<file path="src/rtl/axi_rd_rr_mux_if.sv">
// AR/R bundle between the read requesters, the round-robin mux and the shared read slave.
// Master-port IDs carry the requester index above the slave-port ID bits.
interface axi_rd_rr_mux_if #(
  parameter int NumSlvPorts = 2,
  parameter int SlvIdWidth  = 4,
  parameter int AddrWidth   = 32,
  parameter int DataWidth   = 32
);
  localparam int MstIdWidth = SlvIdWidth + $clog2(NumSlvPorts);

  typedef struct packed {
    logic [SlvIdWidth-1:0] id;
    logic [AddrWidth-1:0]  addr;
    logic [7:0]            len;
  } slv_ar_chan_t;

  typedef struct packed {
    logic [MstIdWidth-1:0] id;
    logic [AddrWidth-1:0]  addr;
    logic [7:0]            len;
  } mst_ar_chan_t;

  typedef struct packed {
    logic [SlvIdWidth-1:0] id;
    logic [DataWidth-1:0]  data;
    logic                  last;
  } slv_r_chan_t;

  typedef struct packed {
    logic [MstIdWidth-1:0] id;
    logic [DataWidth-1:0]  data;
    logic                  last;
  } mst_r_chan_t;

  slv_ar_chan_t             slv_ar_i [NumSlvPorts];
  logic [NumSlvPorts-1:0]   slv_ar_valid_i;
  logic [NumSlvPorts-1:0]   slv_ar_ready_o;
  slv_r_chan_t              slv_r_o [NumSlvPorts];
  logic [NumSlvPorts-1:0]   slv_r_valid_o;
  logic [NumSlvPorts-1:0]   slv_r_ready_i;
  mst_ar_chan_t             mst_ar_o;
  logic                     mst_ar_valid_o;
  logic                     mst_ar_ready_i;
  mst_r_chan_t              mst_r_i;
  logic                     mst_r_valid_i;
  logic                     mst_r_ready_o;

  modport slave (
    input  slv_ar_i, slv_ar_valid_i, slv_r_ready_i, mst_ar_ready_i, mst_r_i, mst_r_valid_i,
    output slv_ar_ready_o, slv_r_o, slv_r_valid_o, mst_ar_o, mst_ar_valid_o, mst_r_ready_o
  );

  modport master (
    output slv_ar_i, slv_ar_valid_i, slv_r_ready_i, mst_ar_ready_i, mst_r_i, mst_r_valid_i,
    input  slv_ar_ready_o, slv_r_o, slv_r_valid_o, mst_ar_o, mst_ar_valid_o, mst_r_ready_o
  );
endinterface

</file>
<file path="src/rtl/axi_rd_rr_mux.sv">
// Round-robin AR mux with per-port outstanding-read caps; R beats routed back by the upper ID bits.
// Zero-latency combinational AR/R paths; a stalled AR grant is locked until it handshakes.
module axi_rd_rr_mux #(
  parameter int NumSlvPorts = 2,
  parameter int MaxTxns     = 4,
  parameter int SlvIdWidth  = 4
) (
  input  logic           clk_i,
  input  logic           rst_i,
  axi_rd_rr_mux_if.slave bus,
  output logic           busy_o
);
  localparam int IdxW       = $clog2(NumSlvPorts);
  localparam int MstIdWidth = SlvIdWidth + IdxW;
  localparam int CntW       = $clog2(MaxTxns + 1);
  localparam logic [CntW-1:0] CapVal  = CntW'(MaxTxns);
  localparam logic [IdxW-1:0] LastIdx = IdxW'(NumSlvPorts - 1);

  logic [IdxW-1:0]        rr_q;
  logic                   lock_q;
  logic [IdxW-1:0]        lock_idx_q;
  logic [CntW-1:0]        cnt_q [NumSlvPorts];

  logic [NumSlvPorts-1:0] eligible;
  logic                   grant_vld;
  logic [IdxW-1:0]        grant_idx;
  logic                   ar_hs;
  logic [NumSlvPorts-1:0] ar_inc;
  logic [IdxW-1:0]        r_idx;
  logic                   idx_ok;
  logic                   r_rdy;
  logic [NumSlvPorts-1:0] r_dec;
  logic [NumSlvPorts-1:0] cnt_nz;

  // A locked grant ignores eligibility so the payload stays stable until accepted.
  always_comb begin
    int cand;
    cand      = 0;
    eligible  = '0;
    grant_vld = 1'b0;
    grant_idx = '0;
    for (int p = 0; p < NumSlvPorts; p++)
      eligible[p] = bus.slv_ar_valid_i[p] && (cnt_q[p] < CapVal);
    if (lock_q) begin
      grant_vld = 1'b1;
      grant_idx = lock_idx_q;
    end else begin
      for (int i = 0; i < NumSlvPorts; i++) begin
        cand = (int'(rr_q) + i) % NumSlvPorts;
        if (!grant_vld && eligible[IdxW'(cand)]) begin
          grant_vld = 1'b1;
          grant_idx = IdxW'(cand);
        end
      end
    end
  end

  always_comb begin
    bus.mst_ar_o       = '0;
    bus.slv_ar_ready_o = '0;
    ar_inc             = '0;
    for (int p = 0; p < NumSlvPorts; p++) begin
      if (grant_idx == IdxW'(p)) begin
        bus.mst_ar_o.id   = {grant_idx, bus.slv_ar_i[p].id};
        bus.mst_ar_o.addr = bus.slv_ar_i[p].addr;
        bus.mst_ar_o.len  = bus.slv_ar_i[p].len;
        bus.slv_ar_ready_o[p] = grant_vld && bus.mst_ar_ready_i && !rst_i;
      end
    end
    bus.mst_ar_valid_o = grant_vld && !rst_i;
    ar_hs              = grant_vld && bus.mst_ar_ready_i;
    for (int p = 0; p < NumSlvPorts; p++)
      ar_inc[p] = ar_hs && (grant_idx == IdxW'(p));
  end

  // Out-of-range indices are swallowed (ready high, no slave valid).
  always_comb begin
    r_idx  = bus.mst_r_i.id[MstIdWidth-1:SlvIdWidth];
    idx_ok = {1'b0, r_idx} < (IdxW + 1)'(NumSlvPorts);
    r_rdy  = 1'b1;
    r_dec  = '0;
    bus.slv_r_valid_o = '0;
    for (int p = 0; p < NumSlvPorts; p++) begin
      bus.slv_r_o[p].id   = bus.mst_r_i.id[SlvIdWidth-1:0];
      bus.slv_r_o[p].data = bus.mst_r_i.data;
      bus.slv_r_o[p].last = bus.mst_r_i.last;
      if (r_idx == IdxW'(p)) begin
        bus.slv_r_valid_o[p] = bus.mst_r_valid_i && !rst_i;
        r_rdy                = bus.slv_r_ready_i[p];
      end
    end
    bus.mst_r_ready_o = r_rdy && !rst_i;
    for (int p = 0; p < NumSlvPorts; p++)
      r_dec[p] = bus.mst_r_valid_i && r_rdy && bus.mst_r_i.last && idx_ok && (r_idx == IdxW'(p));
  end

  always_comb begin
    cnt_nz = '0;
    for (int p = 0; p < NumSlvPorts; p++)
      cnt_nz[p] = (cnt_q[p] != '0);
    busy_o = (|cnt_nz) && !rst_i;
  end

  always_ff @(posedge clk_i) begin
    if (rst_i) begin
      rr_q       <= '0;
      lock_q     <= 1'b0;
      lock_idx_q <= '0;
      for (int p = 0; p < NumSlvPorts; p++)
        cnt_q[p] <= '0;
    end else begin
      if (ar_hs) begin
        lock_q <= 1'b0;
        rr_q   <= (grant_idx == LastIdx) ? '0 : grant_idx + 1'b1;
      end else if (grant_vld) begin
        lock_q     <= 1'b1;
        lock_idx_q <= grant_idx;
      end
      for (int p = 0; p < NumSlvPorts; p++) begin
        if (ar_inc[p] && !r_dec[p])
          cnt_q[p] <= cnt_q[p] + 1'b1;
        else if (r_dec[p] && !ar_inc[p])
          cnt_q[p] <= cnt_q[p] - 1'b1;
      end
    end
  end

  r_idx_in_range: assert property (@(posedge clk_i) disable iff (rst_i)
    bus.mst_r_valid_i |-> idx_ok);
  cnt_no_underflow: assert property (@(posedge clk_i) disable iff (rst_i)
    (r_dec & ~cnt_nz) == '0);
endmodule

</file>
<file path="src/flat_wrapper.sv">
// flat-port wrapper written by rule: the top's interface ports become plain ports
module axi_rd_rr_mux_flat 
#(
  parameter int NumSlvPorts = 2,
  parameter int MaxTxns     = 4,
  parameter int SlvIdWidth  = 4
)
  (clk_i, rst_i, busy_o, bus_slv_ar_i, bus_slv_ar_valid_i, bus_slv_r_ready_i, bus_mst_ar_ready_i, bus_mst_r_i, bus_mst_r_valid_i, bus_slv_ar_ready_o, bus_slv_r_o, bus_slv_r_valid_o, bus_mst_ar_o, bus_mst_ar_valid_o, bus_mst_r_ready_o);
  axi_rd_rr_mux_if #(.NumSlvPorts(NumSlvPorts), .SlvIdWidth(SlvIdWidth)) bus_i ();
  input  logic clk_i;
  input  logic rst_i;
  output logic busy_o;
  input wire logic [$bits(bus_i.slv_ar_i)-1:0] bus_slv_ar_i;
  input wire logic [$bits(bus_i.slv_ar_valid_i)-1:0] bus_slv_ar_valid_i;
  input wire logic [$bits(bus_i.slv_r_ready_i)-1:0] bus_slv_r_ready_i;
  input wire logic [$bits(bus_i.mst_ar_ready_i)-1:0] bus_mst_ar_ready_i;
  input wire logic [$bits(bus_i.mst_r_i)-1:0] bus_mst_r_i;
  input wire logic [$bits(bus_i.mst_r_valid_i)-1:0] bus_mst_r_valid_i;
  output wire logic [$bits(bus_i.slv_ar_ready_o)-1:0] bus_slv_ar_ready_o;
  output wire logic [$bits(bus_i.slv_r_o)-1:0] bus_slv_r_o;
  output wire logic [$bits(bus_i.slv_r_valid_o)-1:0] bus_slv_r_valid_o;
  output wire logic [$bits(bus_i.mst_ar_o)-1:0] bus_mst_ar_o;
  output wire logic [$bits(bus_i.mst_ar_valid_o)-1:0] bus_mst_ar_valid_o;
  output wire logic [$bits(bus_i.mst_r_ready_o)-1:0] bus_mst_r_ready_o;
  assign bus_i.slv_ar_i = {>>{bus_slv_ar_i}};
  assign bus_i.slv_ar_valid_i = bus_slv_ar_valid_i;
  assign bus_i.slv_r_ready_i = bus_slv_r_ready_i;
  assign bus_i.mst_ar_ready_i = bus_mst_ar_ready_i;
  assign bus_i.mst_r_i = bus_mst_r_i;
  assign bus_i.mst_r_valid_i = bus_mst_r_valid_i;
  assign bus_slv_ar_ready_o = bus_i.slv_ar_ready_o;
  assign bus_slv_r_o = {>>{bus_i.slv_r_o}};
  assign bus_slv_r_valid_o = bus_i.slv_r_valid_o;
  assign bus_mst_ar_o = bus_i.mst_ar_o;
  assign bus_mst_ar_valid_o = bus_i.mst_ar_valid_o;
  assign bus_mst_r_ready_o = bus_i.mst_r_ready_o;
  axi_rd_rr_mux #(.NumSlvPorts(NumSlvPorts), .MaxTxns(MaxTxns), .SlvIdWidth(SlvIdWidth)) u_core (.clk_i(clk_i), .rst_i(rst_i), .bus(bus_i), .busy_o(busy_o));
endmodule
</file>
<file path="config.mk">
export PLATFORM = sky130hd
export DESIGN_NAME = axi_rd_rr_mux_flat
export DESIGN_NICKNAME = d
export VERILOG_FILES = /design/src/rtl/axi_rd_rr_mux_if.sv /design/src/rtl/axi_rd_rr_mux.sv /design/src/flat_wrapper.sv
export SDC_FILE = /design/constraint.sdc
export NUM_CORES = 1
export LEC_CHECK = 0
export BUFFER_PORTS_ARGS = -buffer_cell sky130_fd_sc_hd__buf_2
export CAP_MARGIN = 40
export CORE_AREA = 2 2 100 102
export DETAILED_ROUTE_END_ITERATION = 8
export DIE_AREA = 0 0 102 104
export HOLD_SLACK_MARGIN = 0.03
export SETUP_SLACK_MARGIN = 0.15
export SYNTH_ARGS = -nofsm -noshare
export SYNTH_HDL_FRONTEND = slang
export SYNTH_SLANG_ARGS = --single-unit
</file>
<file path="constraint.sdc">
create_clock -name clk_i -period 3.6 [get_ports clk_i]
set_clock_uncertainty 0.1 [all_clocks]
set_input_delay 0.54 -clock clk_i [delete_from_list [all_inputs] [get_ports clk_i]]
set_output_delay 0.54 -clock clk_i [all_outputs]
set_load 0.05 [all_outputs]
</file>
; Yosys cells after proc, flatten, opt, wreduce, memory -nomap -nowiden
; Memory sizes are Yosys's and may differ from the RTL's.
; Cells that the tools add are included.
[op_classes]
add_sub_neg = 6
n_lt_le_gt_ge = 3
mux = 38
n_bitwise = 7
reduce_logical = 29
[ops]
columns = cell, count
row1 = $mux 45, 1
row2 = $mux 1, 33
row3 = $logic_and 1x1->1, 18
row4 = $mux 3, 4
row5 = $add 3x1->3 const B, 2
row6 = $logic_not 1->1, 6
row7 = $lt 1x3->1 const B, 2
row8 = $reduce_bool 3->1, 2
row9 = $sub 3x1->3 const B, 2
row10 = $or 1x1->1, 4
row11 = $reduce_or 2->1, 2
row12 = $lt 3x3->1 const B, 1
row13 = $not 1->1, 3
row14 = $add 1x1->1 const B, 2
row15 = $reduce_and 2->1, 1
[word_totals]
register_bits = 3
mem_bits_rw = 6
inputBits = 134
output_inout_bits = 126
wordCells = 87
n_memories = 1
[memory_table]
columns = name, depth, word_bits, read_ports, rd_clocked_by_memory_dff, write_ports, line_no
row1 = u_core.cnt_q, 2, 3, 2, 0, 2, axi_rd_rr_mux.sv:22  ; logic [CntW-1:0] cnt_q [NumSlvPorts];

; Longest topological paths before layout
; An unclocked memory read counts as a cell.
[logic_depth]
word_depth = 20
ltp_mapped = 7

; Worst setup path before layout
; OpenSTA, ideal clock, no wires.
[synth_path]
kind = reg-to-output
start = mem u_core.cnt_q[0][2] (netlist bit)
end = out bus_slv_ar_ready_o[1]
arrival_ns = 2.301
t_required_ns = 2.960
path_slack_ns = 0.659
stages_incl_launch_ff = 6
path_buffers = 2
path_cell_list = edfxtp_1 -> and4bb_4 -> nor2_4 -> buf_2 -> buf_4 -> nor3_1
[synth_lines]
columns = element, line_no
row1 = "start, declared", axi_rd_rr_mux.sv:22
row2 = "end, declared", flat_wrapper.sv:19  ; output wire logic [$bits(bus_i.slv_ar_ready_o)-1:0] bus_slv_ar_ready_o;

==> impl_metrics.json <==
{
  "post_cts.repair.setup_buffers": 0,
  "drv_slew": 0,
  "route.top_layer_used": "met4",
  "yosysWarnings": 0,
  "detailroute.via_count": 1539,
  "synth_seq_cells": 9,
  "clockBufferDepth": 2,
  "syn-instance-count": 199,
  "hold_buffers": 0,
  "clkTransAtPathRegs_ps": 50,
  "combined_area_of_all_synthesized_cells_mm2": 0.001808,
  "postSynthAreaPerCell_um2": 9.085,
  "post-synth-top-area-cell": "sky130_fd_sc_hd__buf_4",
  "tritoncts": "yes",
  "wirelength_met1_mm": 1.814,
  "start_util_pct": 18.93,
  "p_per_area_mw_per_mm2": 266.4,
  "cpMaxStageDelayCell": "sky130_fd_sc_hd__edfxtp_1",
  "placed_cell_area_mm2": 0.002147,
  "synth_largest_type_area_fraction_pct": 31.97,
  "cts-root-buf": "sky130_fd_sc_hd__clkbuf_8",
  "post_layout_instance_area_mm2": 0.002192,
  "cp_slowest_stage_delay_ps": 450,
  "gr-total-overflow": 0,
  "cts_buffers": 3,
  "slew_headroom_pct": 70.96,
  "drive_above_1_share_pct": 60.44,
  "finalCritPeriodShare_pct": 74.38,
  "detailroute.wirelength.met2_mm": 2.531,
  "post_drt_wl_per_cell_um": 11.98,
  "die_w_um": 102,
  "detail-route-antenna-nets": 0,
  "synth_top_cells_by_area": "sky130_fd_sc_hd__buf_4 (32%), sky130_fd_sc_hd__mux2_1 (27%), sky130_fd_sc_hd__edfxtp_1 (10%)",
  "cts.htree.levels": 1,
  "layout_overhead_on_the_synthesized_area_pct": 21.25,
  "path_class": "register to primary output",
  "final_common_cell": "sky130_fd_sc_hd__buf_2",
  "dieArea_mm2": 0.01061,
  "finish.utilization_pct": 22.96,
  "end_kind": "primary output",
  "placement_rows": 36,
  "die_height_um": 104,
  "hpwlAfterDp_mm": 4.204,
  "type_of_element_launching_the_critical_path": "register",
  "rsz_0062_raised_after_global_routing": "false",
  "status": "complete, no violations",
  "vdd_ir_drop_max_uv": 167.9,
  "antenna_found_initial": 0,
  "track_usage_pct": 7.869,
  "max_freq_mhz": 373.4,
  "fillCellCount": 1055,
  "critical_path_peak_fanout": 49,
  "first_global_vias": 1418,
  "ys_seq_area_share_pct": 13.29,
  "cts_resized": 0,
  "cap_viol_max_count": 0,
  "core_area_mm2": 0.009549,
  "worst-endpoint-required_ps": 2960,
  "timing_worst_slew_pin_value_ps": 432.8,
  "leak_uw": 0.001104,
  "clkLatencyLatePin_ps": 240,
  "drt_wl_total_mm": 4.865,
  "wl_met3_um": 481,
  "synthDistinctLibCells": 40,
  "drt_pass1_iterations": 2,
  "buffer_ports.inserted": 150,
  "final_net_count": 412,
  "ios": 260,
  "worst-endpoint-arrival_ps": 2040,
  "timing_hold_violations_final": 0,
  "place_congestion": 0.8019,
  "drt_iter0_markers": 14,
  "antenna_cells": 0,
  "setup-violations-final": 0,
  "finalCriticalPeriod_ps": 2678,
  "grt_start_max_net_pins": 50,
  "remaining_drc_errors": 0,
  "vias_per_cell": 3.791,
  "final_cell_mix": "sky130_fd_sc_hd__buf_2 (150), sky130_fd_sc_hd__mux2_1 (44), sky130_fd_sc_hd__nor2_1 (11)",
  "timing.critical_path.cells": "and4bb_4, nor2_4, buf_12, inv_2, or2_1, nor2_1, buf_2",
  "finalSetupTns_ps": 0,
  "cts.sink_count": 9,
  "hold_class": "register to register",
  "power_uw": 583.9,
  "synth.net_count": 337,
  "grt_first_pass_wirelength_mm": 6.672
}
registers in the layout (all words and copies together), names as in the netlist:
| name | count |
|---|---|
| u_core.cnt_q | 6 |
| u_core.lock_idx_q | 1 |
| u_core.lock_q | 1 |
| u_core.rr_q | 1 |
worst paths after layout:
path / from / endpoint / slack (ps) / cells past startpoint
max: u_core.cnt_q[0][2] / bus_slv_ar_ready_o[0] / 920 / 7
min: u_core.rr_q / u_core.rr_q / 380 / 2
max reg2reg: u_core.cnt_q[0][2] / u_core.cnt_q[0][2] / 1100 / 7
min reg2reg: u_core.rr_q / u_core.rr_q / 380 / 2
cell families after synthesis:
group | Yosys count | share of synthesized area, %
and+or+nand+nor | 32 | 10.73
muxes | 46 | 28.51
xor gates and xnor gates | 4 | 1.938
DFF | 9 | 13.29
adders and majority gates | 4 | 3.184
buffers and inverters | 89 | 34.74
AOI/OAI and AO/OA | 15 | 7.612
worst max-delay path: cells and delay by family, from the launching register on:
family	cells	cell delay, ps
buffers and inverters	3	570
flip-flops	1	450
AND/OR/NAND/NOR	4	760
power breakdown:
part | switching (µW) | total, µW | leakage [µW] | internal [µW]
registers | 7.07 | 127 | 0.0000875 | 120
logic | 226 | 336 | 0.000994 | 110
clock network | 43.4 | 121 | 0.0000228 | 77.5
cell usage after synthesis:
cell,instances
sky130_fd_sc_hd__o2111ai_1,1
sky130_fd_sc_hd__a22oi_2,1
sky130_fd_sc_hd__nand4b_2,1
sky130_fd_sc_hd__edfxtp_1,6
sky130_fd_sc_hd__buf_2,4
sky130_fd_sc_hd__buf_4,77
sky130_fd_sc_hd__and2b_1,1
sky130_fd_sc_hd__o21a_1,2
sky130_fd_sc_hd__inv_1,7
sky130_fd_sc_hd__or3_4,1
sky130_fd_sc_hd__ha_1,3
sky130_fd_sc_hd__o21a_4,1
sky130_fd_sc_hd__nand3_1,2
sky130_fd_sc_hd__nor3_1,3
sky130_fd_sc_hd__xnor2_1,1
sky130_fd_sc_hd__and3_1,1
sky130_fd_sc_hd__o21ba_1,1
sky130_fd_sc_hd__o21ai_1,3
sky130_fd_sc_hd__or2_1,1
sky130_fd_sc_hd__nor2_1,11
sky130_fd_sc_hd__nor2_2,1
sky130_fd_sc_hd__nand4_1,1
sky130_fd_sc_hd__nand2_1,3
sky130_fd_sc_hd__o32ai_1,1
sky130_fd_sc_hd__a21oi_2,1
sky130_fd_sc_hd__inv_2,1
sky130_fd_sc_hd__and2_2,1
sky130_fd_sc_hd__mux2i_1,2
sky130_fd_sc_hd__mux2_1,44
sky130_fd_sc_hd__and4bb_4,1
sky130_fd_sc_hd__nand3b_1,1
sky130_fd_sc_hd__dfxtp_1,3
sky130_fd_sc_hd__nor3b_1,1
sky130_fd_sc_hd__a31oi_1,1
sky130_fd_sc_hd__nor2_4,1
sky130_fd_sc_hd__or2b_1,1
sky130_fd_sc_hd__fa_1,1
sky130_fd_sc_hd__xor2_1,3
sky130_fd_sc_hd__a2111oi_4,1
sky130_fd_sc_hd__a21oi_1,2
final cells by class:
type | instances | area, µm² | area share [%]
Clock buffer | 4 | 45.04 | 2.055
Inverter | 8 | 30.03 | 1.370
Multi-Input combinational cell | 101 | 939.7 | 42.87
Sequential cell | 9 | 240.2 | 10.96
Tap cell | 133 | 166.4 | 7.591
Timing Repair Buffer | 151 | 770.7 | 35.16
metal layers:
metal / track usage, % / up-vias
li1: - / 748
met1: 8.095 / 688
met2: 15.41 / 99
met3: 1.411 / 4
met4: 2.667 / 0
met5: 0 / -
per-stage QoR:
| stage | hold WS [ps] | worst slack (ps) | instances |
|---|---|---|---|
| floorplan | 349.3 | 659.3 | 199 |
| global placement | 370.7 | 1043 | 402 |
| detailed placement | 378.6 | 1008 | 402 |
| CTS | 385.9 | 904.6 | 406 |
| global route | 417.2 | 792.7 | 406 |
| finish | 380.6 | 922.2 | 406 |
(Power assumes the default switching activity.)
